[config.mk]
export PLATFORM = sky130hd
export DESIGN_NAME = chromatic_input_ctrl
export DESIGN_NICKNAME = d
export VERILOG_FILES = /design/src/rtl/chromatic_input_ctrl_pkg.sv /design/src/rtl/btn_debounce.sv /design/src/rtl/chromatic_input_ctrl.sv
export SDC_FILE = /design/constraint.sdc
export NUM_CORES = 1
export LEC_CHECK = 0
export CORE_AREA = 2 2 141 143
export CTS_CLUSTER_DIAMETER = 100
export DETAILED_ROUTE_END_ITERATION = 12
export DIE_AREA = 0 0 143 145
export SLEW_MARGIN = 25
export SYNTH_ARGS = -nofsm -noshare
export SYNTH_HDL_FRONTEND = slang
export SYNTH_SLANG_ARGS = --single-unit
[constraint.sdc]
create_clock -name clk -period 2.9 [get_ports clk]
set_input_delay 0.29 -clock clk [delete_from_list [all_inputs] [get_ports clk]]
set_output_delay 0.29 -clock clk [all_outputs]
set_load 0.02 [all_outputs]
[src/rtl/chromatic_input_ctrl_pkg.sv]
// Shared types and constants for the chromatic RGB matrix input controller.
package chromatic_input_ctrl_pkg;

    // Debounce FSM states: stable released, checking press, stable pressed, checking release.
    typedef enum logic [1:0] {
        REL       = 2'd0,
        CHK_PRESS = 2'd1,
        PRS       = 2'd2,
        CHK_REL   = 2'd3
    } db_state_e;

    localparam int unsigned DEBOUNCE_CYCLES_DEF = 500000;   // 10 ms at 50 MHz
    localparam int unsigned STEP_CYCLES_DEF     = 2000000;  // duty step interval while dimming
    localparam int unsigned PWM_BITS_DEF        = 8;
    localparam int unsigned LED_COUNT           = 25;       // matrix size shared with the colour driver

endpackage

[src/rtl/btn_debounce.sv]
// Two-flop synchronizer plus debounce FSM for one active-low button.
// level_o is the debounced level; fall_o/rise_o pulse once per accepted change.
module btn_debounce
    import chromatic_input_ctrl_pkg::*;
#(
    parameter int unsigned DEBOUNCE_CYCLES = DEBOUNCE_CYCLES_DEF
) (
    input  logic clk,
    input  logic rst,
    input  logic btn_n_i,
    output logic level_o,
    output logic fall_o,
    output logic rise_o
);

    localparam int unsigned CNT_W = $clog2(DEBOUNCE_CYCLES + 1);
    localparam logic [CNT_W-1:0] CNT_ONE  = CNT_W'(1);
    localparam logic [CNT_W-1:0] CNT_DONE = CNT_W'(DEBOUNCE_CYCLES);

    logic             sync1_q;
    logic             sync2_q;
    db_state_e        state_q, state_d;
    logic [CNT_W-1:0] cnt_q, cnt_d;
    logic             level_q, level_d;
    logic             fall_q, fall_d;
    logic             rise_q, rise_d;

    // Bring the asynchronous button into the clk domain; idle level is released (1).
    always_ff @(posedge clk) begin
        if (rst) begin
            sync1_q <= 1'b1;
            sync2_q <= 1'b1;
        end else begin
            sync1_q <= btn_n_i;
            sync2_q <= sync1_q;
        end
    end

    // FSM state, stability counter and registered outputs.
    always_ff @(posedge clk) begin
        if (rst) begin
            state_q <= REL;
            cnt_q   <= '0;
            level_q <= 1'b1;
            fall_q  <= 1'b0;
            rise_q  <= 1'b0;
        end else begin
            state_q <= state_d;
            cnt_q   <= cnt_d;
            level_q <= level_d;
            fall_q  <= fall_d;
            rise_q  <= rise_d;
        end
    end

    // Next state: any bounce inside a CHK state drops back and restarts the full count.
    always_comb begin
        state_d = state_q;
        cnt_d   = cnt_q;
        level_d = level_q;
        fall_d  = 1'b0;
        rise_d  = 1'b0;
        case (state_q)
            REL: begin
                if (!sync2_q) begin
                    state_d = CHK_PRESS;
                    cnt_d   = CNT_ONE;
                end
            end
            CHK_PRESS: begin
                if (sync2_q) begin
                    state_d = REL;
                    cnt_d   = '0;
                end else if (cnt_q == CNT_DONE) begin
                    state_d = PRS;
                    cnt_d   = '0;
                    level_d = 1'b0;
                    fall_d  = 1'b1;
                end else begin
                    cnt_d = cnt_q + CNT_ONE;
                end
            end
            PRS: begin
                if (sync2_q) begin
                    state_d = CHK_REL;
                    cnt_d   = CNT_ONE;
                end
            end
            CHK_REL: begin
                if (!sync2_q) begin
                    state_d = PRS;
                    cnt_d   = '0;
                end else if (cnt_q == CNT_DONE) begin
                    state_d = REL;
                    cnt_d   = '0;
                    level_d = 1'b1;
                    rise_d  = 1'b1;
                end else begin
                    cnt_d = cnt_q + CNT_ONE;
                end
            end
            default: begin
                state_d = REL;
                cnt_d   = '0;
                level_d = 1'b1;
            end
        endcase
    end

    assign level_o = level_q;
    assign fall_o  = fall_q;
    assign rise_o  = rise_q;

endmodule

[src/rtl/chromatic_input_ctrl.sv]
// Button front-end for the chromatic matrix driver: colour-advance pulse and
// a ramped PWM blanking stream (pwm_out = 1 blanks every LED).
module chromatic_input_ctrl
    import chromatic_input_ctrl_pkg::*;
#(
    parameter int unsigned DEBOUNCE_CYCLES = DEBOUNCE_CYCLES_DEF,
    parameter int unsigned PWM_BITS        = PWM_BITS_DEF,
    parameter int unsigned STEP_CYCLES     = STEP_CYCLES_DEF
) (
    input  logic                clk,
    input  logic                rst,
    input  logic                btn_n,
    input  logic                dim_n,
    input  logic                up_down,
    output logic                f_edge,
    output logic                pwm_out,
    output logic [PWM_BITS-1:0] duty
);

    localparam int unsigned STEP_W = $clog2(STEP_CYCLES + 1);
    localparam logic [STEP_W-1:0]   STEP_LAST = STEP_W'(STEP_CYCLES - 1);
    localparam logic [STEP_W-1:0]   STEP_ONE  = STEP_W'(1);
    localparam logic [PWM_BITS-1:0] PWM_MAX   = {PWM_BITS{1'b1}};
    localparam logic [PWM_BITS-1:0] PWM_ONE   = PWM_BITS'(1);

    logic btn_fall;
    logic unused_btn_level;
    logic unused_btn_rise;
    logic dim_level;
    logic unused_dim_fall;
    logic unused_dim_rise;

    logic                tick_c;
    logic                wrap_c;
    logic [STEP_W-1:0]   step_cnt_q, step_cnt_d;
    logic [PWM_BITS-1:0] duty_req_q, duty_req_d;
    logic [PWM_BITS-1:0] pwm_cnt_q, pwm_cnt_d;
    logic [PWM_BITS-1:0] duty_q, duty_d;
    logic                pwm_q, pwm_d;
    logic                f_edge_q, f_edge_d;

    btn_debounce #(
        .DEBOUNCE_CYCLES(DEBOUNCE_CYCLES)
    ) u_btn_db (
        .clk    (clk),
        .rst    (rst),
        .btn_n_i(btn_n),
        .level_o(unused_btn_level),
        .fall_o (btn_fall),
        .rise_o (unused_btn_rise)
    );

    btn_debounce #(
        .DEBOUNCE_CYCLES(DEBOUNCE_CYCLES)
    ) u_dim_db (
        .clk    (clk),
        .rst    (rst),
        .btn_n_i(dim_n),
        .level_o(dim_level),
        .fall_o (unused_dim_fall),
        .rise_o (unused_dim_rise)
    );

    // Step tick fires on the step-timer wrap while dim is held; PWM period ends at counter MAX.
    assign tick_c = !dim_level && (step_cnt_q == STEP_LAST);
    assign wrap_c = (pwm_cnt_q == PWM_MAX);

    // Next-state datapath for step timer, saturating duty request and PWM.
    always_comb begin
        step_cnt_d = step_cnt_q;
        duty_req_d = duty_req_q;
        pwm_cnt_d  = pwm_cnt_q + PWM_ONE;
        duty_d     = duty_q;
        pwm_d      = (pwm_cnt_q >= duty_q) && (duty_q != PWM_MAX);
        f_edge_d   = btn_fall;

        if (dim_level || tick_c) begin
            step_cnt_d = '0;
        end else begin
            step_cnt_d = step_cnt_q + STEP_ONE;
        end

        if (tick_c) begin
            if (up_down && (duty_req_q != PWM_MAX)) begin
                duty_req_d = duty_req_q + PWM_ONE;
            end else if (!up_down && (duty_req_q != '0)) begin
                duty_req_d = duty_req_q - PWM_ONE;
            end
        end

        // Duty only moves at period boundaries; a coincident tick lands next period.
        if (wrap_c) begin
            duty_d = duty_req_q;
        end
    end

    // Registered state; reset leaves the LEDs blanked with full duty pending.
    always_ff @(posedge clk) begin
        if (rst) begin
            step_cnt_q <= '0;
            duty_req_q <= PWM_MAX;
            pwm_cnt_q  <= '0;
            duty_q     <= PWM_MAX;
            pwm_q      <= 1'b1;
            f_edge_q   <= 1'b0;
        end else begin
            step_cnt_q <= step_cnt_d;
            duty_req_q <= duty_req_d;
            pwm_cnt_q  <= pwm_cnt_d;
            duty_q     <= duty_d;
            pwm_q      <= pwm_d;
            f_edge_q   <= f_edge_d;
        end
    end

    assign f_edge  = f_edge_q;
    assign pwm_out = pwm_q;
    assign duty    = duty_q;

endmodule
# --- Word-level counts from Yosys, hierarchy flattened ---
# Cells that the tools add are included.
totals:
  register_bits: 95
  inputBits: 5
  output_inout_bits: 10
  elab_cells: 102
op_classes:
  addsub: 6
  magnitude_cmp: 1
  eq_ne: 24
  n_mux: 34
  n_bitwise: 1
  n_reduce_logical: 20
op_table:
  columns: ["operator", "n"]
  rows:
  - ["$mux 19", 10]
  - ["$pmux 19 s4", 2]
  - ["$add 19x1->19 const B", 2]
  - ["$eq 19x19->1 const B", 2]
  - ["$mux 2", 12]
  - ["$add 21x1->21 const B", 1]
  - ["$eq 21x21->1 const B", 1]
  - ["$add 8x1->8 const B", 2]
  - ["$mux 8", 2]
  - ["$ne 8x8->1 const B", 2]
  - ["$pmux 2 s4", 2]
  - ["$ne 2x1->1 const B", 5]
  - ["$eq 2x2->1 const B", 4]
  - ["$eq 8x8->1 const B", 1]
  - ["$ge 8x8->1", 1]
  - ["$reduce_and 4->1", 2]
  - ["$reduce_bool 8->1", 1]
  - ["$sub 8x1->8 const B", 1]
  - ["$ne 2x2->1 const B", 3]
  - ["$ne 3x1->1 const B", 2]
  - ["$ne 3x3->1 const B", 2]
  - ["$reduce_and 2->1", 3]
  - ["$mux 1", 5]
  - ["$reduce_and 5->1", 1]
  - ["10 further kinds", 17]

# --- Depth between registers and ports, before layout ---
# Gate-level depths: netlist of run 1.
logic_depth:
  word_depth: 4
  ltp_mapped: 9
  ltp_nobuf: 9

# --- Cells and area by module ---
# From an unflattened synthesis of run 1, not the netlist that was laid out.
unflattened:
  hier_cells: 552
  area_unflattened_um2: 5032.3
by_module_without_submodules:
  columns: ["module", "instances", "cells_each", "area_each_um2", "seq_area_each_um2"]
  rows:
  - ["btn_debounce", 2, 148, 1346.3, 520.5]
  - ["chromatic_input_ctrl", 1, 256, 2339.7, 940.9]

# --- Least setup slack after synthesis of run 1 ---
# OpenSTA, ideal clock, no wires.
synth_path:
  kind: "reg2reg"
  startpoint: "register duty_req_q[0]"
  endpoint: "register duty_req_q[7]"
  setup_ps: 72
  arrival_time_ps: 2427
  required_ps: 2828
  slack_ps: 402
  stages_incl_launch_ff: 10
  n_path_buf: 0
  period_less_slack_ps: 2498
  cell_sequence: "dfxtp_1 > nand4_1 > o21ai_0 > ha_1 > a21o_1 > nand4_1 > nand3_1 > a31oi_1 > mux2i_1 > mux2i_1"
synth_via:
  elab_chain_len: 4
  elab_cells_between_ends: 10
  classes_between: "add/sub: 2; eq/ne: 1; mux: 2; reduce/logical: 5"
synth_lines:
  columns: ["element", "line", "text"]
  rows:
  - ["start: declaration", "chromatic_input_ctrl.sv:36", "logic [PWM_BITS-1:0] duty_req_q, duty_req_d;"]
  - ["start signal: assignment", "chromatic_input_ctrl.sv:108", "duty_req_q <= duty_req_d;"]
  - ["parallel branches: the longest is 4 deep, another holds $sub 8x1->8", null, null]
# Several ways; the timed one is not identified. The select of a mux whose other input is x is not followed.
# A chain may end at the register's enable or synchronous reset.

# --- Worst setup path in the final report of run 1 ---
layout_path:
  startpoint: "register duty_req_q[3]"
  endpoint: "register duty_req_q[7]"
# Same word-level chain as after synthesis.

==> summary.txt, run 1 <==
status: finished clean
critical path data required time: 3.17 ns
Setup-failing EPs final: 0
wire per inst: 11.6 µm
Inst Count DP: 813
XOR/XNOR share of the synthesized area: 0.0722
slew margin rel.: 0.583
Slew @ Worst Pin: 0.622 ns
core area: 19200 µm²
Post-DRT Antenna Nets: 0
syn_nets: 574
initial detailed-routing violation count: 139
WL met3: 172 µm
Die Height: 145 µm
# DRC: 0
CP Capture Type: flop
Die Area: 20700 µm²
area growth from synthesis to final layout: 14.5%
RePlAce Congestion: 0.791
layout cell share with drive strength beyond 1: 0.0622
Vias/cell: 4.58
TNS Setup: 0 ns
period utilization: 0.877
cell leakage power: 1.81 nW
CTS Buf Count: 9
Mapped Area: 4730 µm²
Post-Synth Adder-Cell Area: 0.0571
crit path DAT: 2.82 ns
Post-Synthesis Cells: 548
largest net degree at the start of global routing: 35
fill count: 2076
Clock Path Buffers: 2
CP max stage delay: 0.51 ns
Synth cell types: 60
Reg area: 1900 µm²
post-synthesis mux area share: 0.00423
worst-path maximum fanout: 9
PD cells: 460 nW/µm²
met1 wire length: 5050 µm
DR top layer: met4
Post-Route WL: 9640 µm
first-pass GRT wire length: 17000 µm
Max VDD drop: 0.219 mV
endpoints failing hold: 0
# Max-Cap Violations: 0
IO Pins: 15
# diodes: 0
RSZ-0062 raised after global routing: false
Clk Latency, worst-skew pair: 0.34 ns
nets: 585
post-synthesis simple-gate area fraction: 0.269
Startpoint Class: flop
Setup CP Type: flop to flop
FFs w/ async S/R, synth: 0
min Tclk post-route: 2.54 ns
Die Span X: 143 µm
Remaining Overflow, GRT: 0
Buf/Inv on CP: 0
CP top delay family: compound AO/OA/AOI/OAI gates
Final Max Slew Viols: 0
Synth Area in Compound Gates: 0.159
largest family of logic cells by synthesized area: simple AND/OR/NAND/NOR gates
Post-synth EDFFs: 0
CTS tree: done
average cell area after synthesis: 8.64 µm²
Initial Util: 0.246
Syn. warnings: 0
Rows: 51
DR WL met2: 4260 µm
Min Hold Slack: 0.408 ns
crit path cell chain: nand4_1 > o21ai_1 > ha_1 > a21o_1 > nand4_1 > nand3_1 > a31oi_1 > mux2i_1 > mux2i_1
slowest cell on the critical path: o21ai_1
Seq/Total Area, Yosys: 0.402
Pre-antenna DRT Iters: 4
top_reg_cell synth: dfxtp_1
DR vias: 3791
post-DP HPWL: 6590 µm
Fmax: 393 MHz
CTS Sinks: 95
Tot GR Track Use: 0.0979
Port Buffer Count: 14
#FFs+latches synth: 95
Final Non-Filler Cells: 828
initial antenna violation count: 0
hold crit path type: flop to flop
Max Clock Skew: 0.00570 ns
Post-CTS Setup Bufs: 0
vias in the first global route: 3590
H-tree depth: 3
CTS Root Buffer Type: clkbuf_16
Reg clk slew, reported paths: 0.06 ns
area of the multi-input gates: 2660 µm²
==> cell usage in the layout (no fill, tap or decap), types with 3 or more instances in the layout <==
cell type / count
or3_1: 9
nor2b_1: 6
nor3_1: 10
nand2_1: 35
nand4_1: 21
inv_1: 20
and2_1: 3
and4_1: 7
a31oi_1: 6
or2_2: 6
a211o_1: 13
nand2b_1: 8
a21oi_1: 27
a211oi_1: 8
nand4b_1: 3
o21ai_0: 22
a311oi_1: 13
dfxtp_1: 95
nor4b_1: 5
nor2_1: 74
buf_4: 7
ha_1: 20
and3_1: 5
nor4_1: 5
nand3b_1: 3
clkdlybuf4s50_1: 13
o21ai_1: 4
xor2_1: 26
xnor2_1: 13
a41oi_1: 3
a21o_1: 5
clkbuf_16: 9
or4_1: 4
nand3_1: 22
==> area by class of cell <==
class,instances,area share
Sequential cell,95,0.351
Clock inverter,3,0.00369
Timing Repair Buffer,21,0.0346
Inverter,20,0.0139
Tap cell,265,0.0612
Clock buffer,12,0.0455
Multi-Input combinational cell,412,0.490
==> synthesized netlist by cell type, drive strengths merged, types with 2 or more instances <==
master	instances	share of area
nor2b	6	0.0079
or2	6	0.0079
a311oi	13	0.024
a22oi	2	0.0032
o211a	2	0.0042
buf	9	0.011
a21oi	27	0.029
or3	9	0.012
nor3b	2	0.0032
a31oi	6	0.0079
a21o	5	0.0079
nand2	36	0.029
a211oi	8	0.013
a41oi	3	0.0056
o211ai	2	0.0042
nand3b	3	0.0048
xor2	26	0.048
nor4	5	0.0066
nand4	21	0.028
xnor2	13	0.024
or4	4	0.0063
mux2i	2	0.0042
nand4b	3	0.0056
nand2b	8	0.011
o21ai	26	0.027
clkbuf	12	0.0098
nor3	12	0.016
dfxtp	95	0.40
and2	3	0.0040
nand3	23	0.027
and3	5	0.0066
nor2	74	0.059
ha	20	0.053
and4	8	0.015
inv	20	0.016
nor4b	5	0.0093
a211o	13	0.024
==> worst reg2reg max path, delay by kind of cell (launching register included) <==
family                     cells  cell delay, ns
adders and majority gates      1            0.35
and+or+nand+nor                3            0.35
muxes                          2            0.44
DFF                            1            0.42
AOI/OAI and AO/OA              3            0.93
==> state kept, by name, summed over array words and instances (netlist names), 8 cells and up, named ones only <==
name,count
u_dim_db.cnt_q,19
duty_req_q,8
step_cnt_q,21
duty,8
pwm_cnt_q,8
u_btn_db.cnt_q,19
==> stage by stage <==
| step | util | setup slack (ns) | power (mW) | area (µm²) |
|---|---|---|---|---|
| global placement | 0.268 | 0.176 | 1.44 | 5150 |
| global route | 0.282 | 0.123 | 2.59 | 5420 |
| detailed placement | 0.268 | 0.129 | 1.44 | 5150 |
| finish | 0.282 | 0.356 | 2.49 | 5420 |
| floorplan | - | 0.402 | 1.42 | 4730 |
| CTS | 0.282 | 0.0932 | 2.53 | 5420 |
==> what timing repair did <==
| action | 4_1_cts | 5_1_grt |
|---|---|---|
| hold buffers | 0 | 0 |
| resized for setup | 0 | 1 |
| endpoints found under the setup margin | 0 | 3 |
==> path summary, 6_finish.rpt <==
| path | from | endpoint | slack [ns] | cells past startpoint |
|---|---|---|---|---|
| worst min register to register | u_dim_db.sync1_q$_SDFF_PP1_ | u_dim_db.sync2_q$_SDFF_PP1_ | 0.41 | 1 |
| worst max register to register | duty_req_q[3]$_SDFFE_PP1P_ | duty_req_q[7]$_SDFFE_PP1P_ | 0.36 | 9 |
| worst min-delay path | u_dim_db.sync1_q$_SDFF_PP1_ | u_dim_db.sync2_q$_SDFF_PP1_ | 0.41 | 1 |
| worst max-delay path | duty_req_q[3]$_SDFFE_PP1P_ | duty_req_q[7]$_SDFFE_PP1P_ | 0.36 | 9 |
==> cells by family after synthesis <==
family,after synthesis
XOR/XNOR,39
adder cells (fa/ha/maj),21
buffers and inverters,41
multiplexers,2
AO/OA/AOI/OAI,112
AND/OR/NAND/NOR,238
flip-flops,95
==> where the power goes <==
group | internal (mW) | switching (mW)
clock network | 0.599 | 0.483
registers | 1.32 | 0.0119
logic | 0.0321 | 0.0529
==> metal layers <==
layer  vias up  global-route usage
met5         -                   0
met4         0              0.0411
met3        10              0.0185
met2        26               0.148
met1      1747               0.136
li1       2008                   -
(Power assumes the default switching activity.)
==> run 2: changes to the inputs <==
--- a/config.mk
+++ b/config.mk
@@ -9,6 +9,7 @@
 export CTS_CLUSTER_DIAMETER = 100
 export DETAILED_ROUTE_END_ITERATION = 12
 export DIE_AREA = 0 0 143 145
+export SETUP_SLACK_MARGIN = 0.1
 export SLEW_MARGIN = 25
 export SYNTH_ARGS = -nofsm -noshare
 export SYNTH_HDL_FRONTEND = slang
==> results of run 2 <==
Same layout as run 1: the final DEF is identical, and so are final timing and power.
Among the figures that moved: number of gates resized after CTS 0 -> 1; via count of the first global-routing pass 3590 -> 3596; overall routing resource usage 0.0979 -> 0.0980
